==> config.mk <==
export PLATFORM = sky130hd
export DESIGN_NAME = writeback_unit
export DESIGN_NICKNAME = d
export VERILOG_FILES = /design/src/rtl/writeback_unit_pkg.sv /design/src/rtl/writeback_unit_load_extend.sv /design/src/rtl/writeback_unit.sv
export SDC_FILE = /design/constraint.sdc
export NUM_CORES = 1
export LEC_CHECK = 0
export BUFFER_PORTS_ARGS = -buffer_cell sky130_fd_sc_hd__buf_2
export CAP_MARGIN = 20
export CORE_UTILIZATION = 56
export DETAILED_ROUTE_END_ITERATION = 8
export GPL_ROUTABILITY_DRIVEN = 0
export PLACE_DENSITY_LB_ADDON = 0.12
export SLEW_MARGIN = 30
export SYNTH_ARGS = -nofsm -noshare
export SYNTH_HDL_FRONTEND = slang
export SYNTH_HIERARCHICAL = 1
export SYNTH_SLANG_ARGS = --single-unit
==> constraint.sdc <==
create_clock -name clk -period 7.3 [get_ports clk]
set_input_delay 1.095 -clock clk [delete_from_list [all_inputs] [get_ports clk]]
set_output_delay 1.095 -clock clk [all_outputs]
set_load 0.02 [all_outputs]
==> src/rtl/writeback_unit_pkg.sv <==
// Shared constants for the write-back stage: default width, result-source codes and load funct3 codes.
package writeback_unit_pkg;

    localparam int WORD_SIZE_DEF = 32;

    // Result-source select encodings
    localparam int RES_ALU  = 0;
    localparam int RES_LOAD = 1;
    localparam int RES_PC4  = 2;
    localparam int RES_IMM  = 3;

    // Load size/sign encodings (funct3)
    localparam logic [2:0] F3_LB  = 3'b000;
    localparam logic [2:0] F3_LH  = 3'b001;
    localparam logic [2:0] F3_LW  = 3'b010;
    localparam logic [2:0] F3_LD  = 3'b011;
    localparam logic [2:0] F3_LBU = 3'b100;
    localparam logic [2:0] F3_LHU = 3'b101;
    localparam logic [2:0] F3_LWU = 3'b110;

endpackage

==> src/rtl/writeback_unit_load_extend.sv <==
// load_extend: combinational lane select and sign/zero extension of a raw memory word.
module load_extend
    import writeback_unit_pkg::*;
#(
    parameter int WORD_SIZE = WORD_SIZE_DEF,
    localparam int OFF_W    = $clog2(WORD_SIZE / 8)
) (
    input  logic [WORD_SIZE-1:0] data,
    input  logic [OFF_W-1:0]     offset,
    input  logic [2:0]           funct3,
    output logic [WORD_SIZE-1:0] extended
);

    logic [OFF_W-1:0] offHalf;
    logic [OFF_W-1:0] offWord;
    logic [7:0]       byteLane;
    logic [15:0]      halfLane;
    logic [31:0]      wordLane;

    // Misaligned accesses fall back to the lane at the offset rounded down to the access size.
    always_comb begin
        offHalf  = offset & ~OFF_W'(1);
        offWord  = offset & ~OFF_W'(3);
        byteLane = 8'(data >> {offset, 3'b000});
        halfLane = 16'(data >> {offHalf, 3'b000});
        wordLane = 32'(data >> {offWord, 3'b000});
    end

    // At 32 bits the word lane is the whole datum, so LW/LWU/LD all collapse to a plain copy.
    always_comb begin
        extended = data;
        case (funct3)
            F3_LB:   extended = WORD_SIZE'($signed(byteLane));
            F3_LH:   extended = WORD_SIZE'($signed(halfLane));
            F3_LW:   extended = WORD_SIZE'($signed(wordLane));
            F3_LBU:  extended = WORD_SIZE'(byteLane);
            F3_LHU:  extended = WORD_SIZE'(halfLane);
            F3_LWU:  extended = WORD_SIZE'(wordLane);
            default: extended = data;
        endcase
    end

endmodule

==> src/rtl/writeback_unit.sv <==
// writeback_unit: MEM/WB register, load extension, result select and register-file write port.
// Optional WB_PERF_EN adds retired_cnt/load_cnt retirement counters.
module writeback_unit
    import writeback_unit_pkg::*;
#(
    parameter int WORD_SIZE  = WORD_SIZE_DEF,
    parameter int REG_ADDR_W = 5,
    parameter int NUM_SRC    = 4,
    parameter int SEL_W      = 2,
    localparam int OFF_W     = $clog2(WORD_SIZE / 8)
) (
    input  logic                  clk,
    input  logic                  rst,
    input  logic                  valid_m,
    output logic                  ready_m,
    input  logic                  stall_w,
    input  logic                  flush_w,
    input  logic [WORD_SIZE-1:0]  alu_result_m,
    input  logic [WORD_SIZE-1:0]  read_data_m,
    input  logic [WORD_SIZE-1:0]  pc_plus4_m,
    input  logic [WORD_SIZE-1:0]  imm_m,
    input  logic [OFF_W-1:0]      addr_lo_m,
    input  logic [2:0]            funct3_m,
    input  logic [SEL_W-1:0]      result_src_m,
    input  logic                  reg_write_m,
    input  logic [REG_ADDR_W-1:0] rd_m,
    output logic [WORD_SIZE-1:0]  result_w,
    output logic                  rf_we,
    output logic [REG_ADDR_W-1:0] rf_waddr,
    output logic [WORD_SIZE-1:0]  rf_wdata,
`ifdef WB_PERF_EN
    output logic [63:0]           retired_cnt,
    output logic [31:0]           load_cnt,
`endif
    output logic                  valid_w
);

    logic [WORD_SIZE-1:0]  aluW;
    logic [WORD_SIZE-1:0]  readDataW;
    logic [WORD_SIZE-1:0]  pcPlus4W;
    logic [WORD_SIZE-1:0]  immW;
    logic [OFF_W-1:0]      addrLoW;
    logic [2:0]            funct3W;
    logic [SEL_W-1:0]      resultSrcW;
    logic                  regWriteW;
    logic [REG_ADDR_W-1:0] rdW;
    logic                  validW;
    logic [WORD_SIZE-1:0]  loadExt;
    logic [WORD_SIZE-1:0]  resultSel;

    // Handshake: the W register takes a new instruction at posedge clk when ready_m (= !stall_w);
    // valid_m then lands in valid_w unless flush_w squashes it. While stalled, everything holds.
    assign ready_m = !stall_w;

    always_ff @(posedge clk or posedge rst) begin
        if (rst) begin
            aluW       <= '0;
            readDataW  <= '0;
            pcPlus4W   <= '0;
            immW       <= '0;
            addrLoW    <= '0;
            funct3W    <= '0;
            resultSrcW <= '0;
            regWriteW  <= 1'b0;
            rdW        <= '0;
            validW     <= 1'b0;
        end else if (!stall_w) begin
            if (flush_w) begin
                validW <= 1'b0;
            end else begin
                aluW       <= alu_result_m;
                readDataW  <= read_data_m;
                pcPlus4W   <= pc_plus4_m;
                immW       <= imm_m;
                addrLoW    <= addr_lo_m;
                funct3W    <= funct3_m;
                resultSrcW <= result_src_m;
                regWriteW  <= reg_write_m;
                rdW        <= rd_m;
                validW     <= valid_m;
            end
        end
    end

    load_extend #(
        .WORD_SIZE (WORD_SIZE)
    ) u_load_extend (
        .data     (readDataW),
        .offset   (addrLoW),
        .funct3   (funct3W),
        .extended (loadExt)
    );

    // Selects at or beyond NUM_SRC fall back to the ALU result.
    always_comb begin
        resultSel = aluW;
        if (int'(resultSrcW) < NUM_SRC) begin
            case (int'(resultSrcW))
                RES_LOAD: resultSel = loadExt;
                RES_PC4:  resultSel = pcPlus4W;
                RES_IMM:  resultSel = immW;
                default:  resultSel = aluW;
            endcase
        end
    end

    assign result_w = resultSel;
    assign rf_wdata = resultSel;
    assign rf_waddr = rdW;
    assign rf_we    = validW & regWriteW & (rdW != '0);
    assign valid_w  = validW;

`ifdef WB_PERF_EN
    logic retire;
    assign retire = validW & !stall_w;

    always_ff @(posedge clk or posedge rst) begin
        if (rst) begin
            retired_cnt <= '0;
            load_cnt    <= '0;
        end else if (retire) begin
            retired_cnt <= retired_cnt + 64'd1;
            if (int'(resultSrcW) == RES_LOAD) begin
                load_cnt <= load_cnt + 32'd1;
            end
        end
    end
`endif

endmodule

==> impl_metrics.tcl <==
set metrics [dict create \
    outcome "finished clean" \
    synthTopCellsByArea "dfrtp_1 (50%), mux2_1 (12%), mux2_2 (9.9%)" \
    dpl_cell_area_sq_um 7980 \
    finalInstanceArea_sq_um 8560 \
    p_per_area_nw_per_um2 295 \
    finalSetupViolations 0 \
    whs_ns 0.480 \
    synth_edf_count 0 \
    routed_wirelength_um 15800 \
    swShare_pct 31.3 \
    viasPerCell 5.58 \
    hold_path_class "reg2reg" \
    worstReg2RegStart "resultSrcW[1]$_DFFE_PP0P_" \
    synth_top_area_share_pct 49.6 \
    hold_viol 0 \
    drtIter0Drc 277 \
    dpl_worst_slack_ns 3.33 \
    vias 4726 \
    min_from "aluW[12]$_DFFE_PP0P_" \
    hold_buffers 0 \
    required_ns 6.20 \
    grt_overflow_total 0 \
    crit_chain "mux4_2 -> a22oi_2 -> nand2_1 -> mux4_1 -> buf_2" \
    arrival_ns 3.25 \
    rows 40 \
    path_clk_slew_ns 0.06 \
    whs_path_depth 1 \
    cts_setup_buffers 0 \
    dpl.cell_count 814 \
    synth-seq-cells 142 \
    final.setup.worst_slack_ns 2.96 \
    netlist_area_sq_um 7160 \
    ff2ff_path_depth 1 \
    cts_tree "built" \
    cp_max_fo 20 \
    critPathSlowestCell "dfrtp_1" \
    nNetsFinal 812 \
    fmax_mhz 230 \
    first_pass_iters 4 \
    tightestPinTransition_ns 0.920 \
    synth_top_cell_by_area "dfrtp_1" \
    drc 0 \
    cp-start-kind "flop" \
    worstSkewPairLatency_ns 0.41 \
    pwr-share-clk_pct 31.8 \
    p_seq_share_pct 39.9 \
    drive_gt1_share_pct 51.4 \
    dieArea_sq_um 13200 \
    antenna_found_initial 0 \
    reg2reg_setup_slack_ns 5.97 \
    min_period_ns 4.34 \
    fp.dieH_um 115 \
    ant_nets 0 \
    synth_nets 640 \
    clockBufferDepth 2 \
    yosysSeqAreaShare_pct 49.6 \
    p_switching_uw 788 \
    min_to "aluW[12]$_DFFE_PP0P_" \
    crit_path_max_incr_delay_ns 0.78 \
    cts_resized 0 \
    num_antenna_cells 0 \
    postSynth.asyncResetShare_pct 100 \
    finalCritPeriodShare_pct 59.5 \
    routedWlPerCell_um 18.7 \
    cts_htree_levels 4 \
    synth.most_common_cell "dfrtp_1" \
    comb_power_share_pct 28.3 \
    yosys_warnings 6 \
    grt_usage_pct 25.0 \
    synth_cell_types 28 \
    die_width_um 115 \
    grt_pass1_wl_um 24300 \
    numPortBuffers 217 \
    internal_power_uw 1730 \
    io_pins 218 \
    r2r-end "resultSrcW[1]$_DFFE_PP0P_" \
    maxCapViolCount 0 \
    stdcell_count 847 \
    start_util_pct 58.6 \
    grt_max_degree 78 \
    cts_root_buf "clkbuf_16" \
    clkSinkCount 142 \
    cts_buffers 17 \
    coreArea_sq_um 12200 \
    power.leakage_uw 0.00400 \
    seq_area_sq_um 3560 \
    final_max_slew_viol_count 0 \
    endpoint_kind "output port" \
    grt_setup_unrepaired "no" \
    ir_drop_v 0.000218 \
    area_growth_pct 19.5 \
    slew_headroom_pct 38.7 \
    dp_hpwl_um 11100 \
    fin_setup_tns_ns 0 \
    critical_path_class "reg2out" \
    n_fill_cell 956 \
    syn_inst 494 \
    multiInputGateArea_sq_um 3070 \
    grt_pass1_vias 4734 \
    ys.flop_type "dfrtp_1" \
    fin_skew_ns 0 \
    syn_avg_cell_area_sq_um 14.5 \
    synthTopCellsByCount "dfrtp_1 (142), mux2_1 (79), mux2_2 (63)" \
]
==> critical path, delay by kind of cell (launching register included) <==
kind / cells / cell delay (ns)
AO/OA/AOI/OAI: 1 / 0.71
buffers and inverters: 1 / 0.19
flip-flops: 1 / 0.78
multiplexers: 2 / 1.03
AND/OR/NAND/NOR: 1 / 0.12
==> logic make-up (layout without fill, tap and decap cells) <==
| group | Yosys count | count (layout) | share of synthesized area [%] |
|---|---|---|---|
| muxes | 189 | 189 | 34.9 |
| buffers and inverters | 73 | 258 | 7.51 |
| and+or+nand+nor | 54 | 54 | 3.79 |
| DFF | 142 | 142 | 49.6 |
| AOI/OAI and AO/OA | 36 | 36 | 4.18 |
==> per-layer routing <==
layer / track usage [%] / wire [um] / vias to the layer above
met1: 32.0 / 6680 / 2389
met3: 6.59 / 1010 / 22
met2: 41.4 / 7940 / 181
li1: - / - / 2134
met5: 0 / 0 / -
met4: 9.00 / 220 / 0
==> how the worst max path moves through the flow <==
stage	from	to	slack (ns)	cells past startpoint
after detailed placement	addrLoW[1]$_DFFE_PP0P_	result_w[19]	3.33	5
after global routing	addrLoW[1]$_DFFE_PP0P_	result_w[16]	2.78	5
final	addrLoW[1]$_DFFE_PP0P_	result_w[19]	2.96	5
after global placement	addrLoW[1]$_DFFE_PP0P_	rf_wdata[19]	3.45	5
after CTS	addrLoW[1]$_DFFE_PP0P_	result_w[19]	2.90	5
after floorplan	rst	addrLoW[0]$_DFFE_PP0P_	2.40	1
==> flip-flops by register name, summed over array words and instances (netlist names) <==
name        count
addrLoW         2
aluW           32
funct3W         3
immW           32
pcPlus4W       32
readDataW      32
regWriteW       1
resultSrcW      2
rf_waddr        5
valid_w         1
==> placed cells by master (no fill, tap or decap), drive strengths merged <==
cell type and instances:
inv 3, a221o 8, nor3b 1, nand2 32, bufinv 1, clkbuf 24
mux2 142, mux2i 14, a22o 9, nor2 1, a21oi 8, nor2b 8
a22oi 1, clkinv 7, o22a 8, mux4 33, o21a 1, or2b 1
nor3 1, or3 1, buf 223, and2 1, o311a 1, nand3b 8
dfrtp 142
==> power by group through the flow <==
stage | logic [uW] | clock network (uW) | registers, uW
3_5_place_dp | 717 | 0 | 1020
4_1_cts | 720 | 818 | 1010
3_3_place_gp | 703 | 0 | 1010
5_1_grt | 770 | 846 | 1020
2_1_floorplan | 622 | 0 | 968
6_report | 714 | 801 | 1010
==> stage by stage <==
step | utilization [%] | total power [uW]
floorplan | - | 1590
global placement | 65.3 | 1710
detailed placement | 65.3 | 1740
CTS | 69.8 | 2540
global route | 70.1 | 2640
finish | 70.1 | 2520
==> area by class of cell <==
type | count | share of cell area (%)
tap | 168 | 2.46
clock inverter | 8 | 0.760
clock buffer | 24 | 5.63
sequential | 142 | 41.6
inverter | 3 | 0.190
timing repair buffer | 223 | 13.5
multi-input combinational | 279 | 35.9
Power figures use the tool's default switching activity.
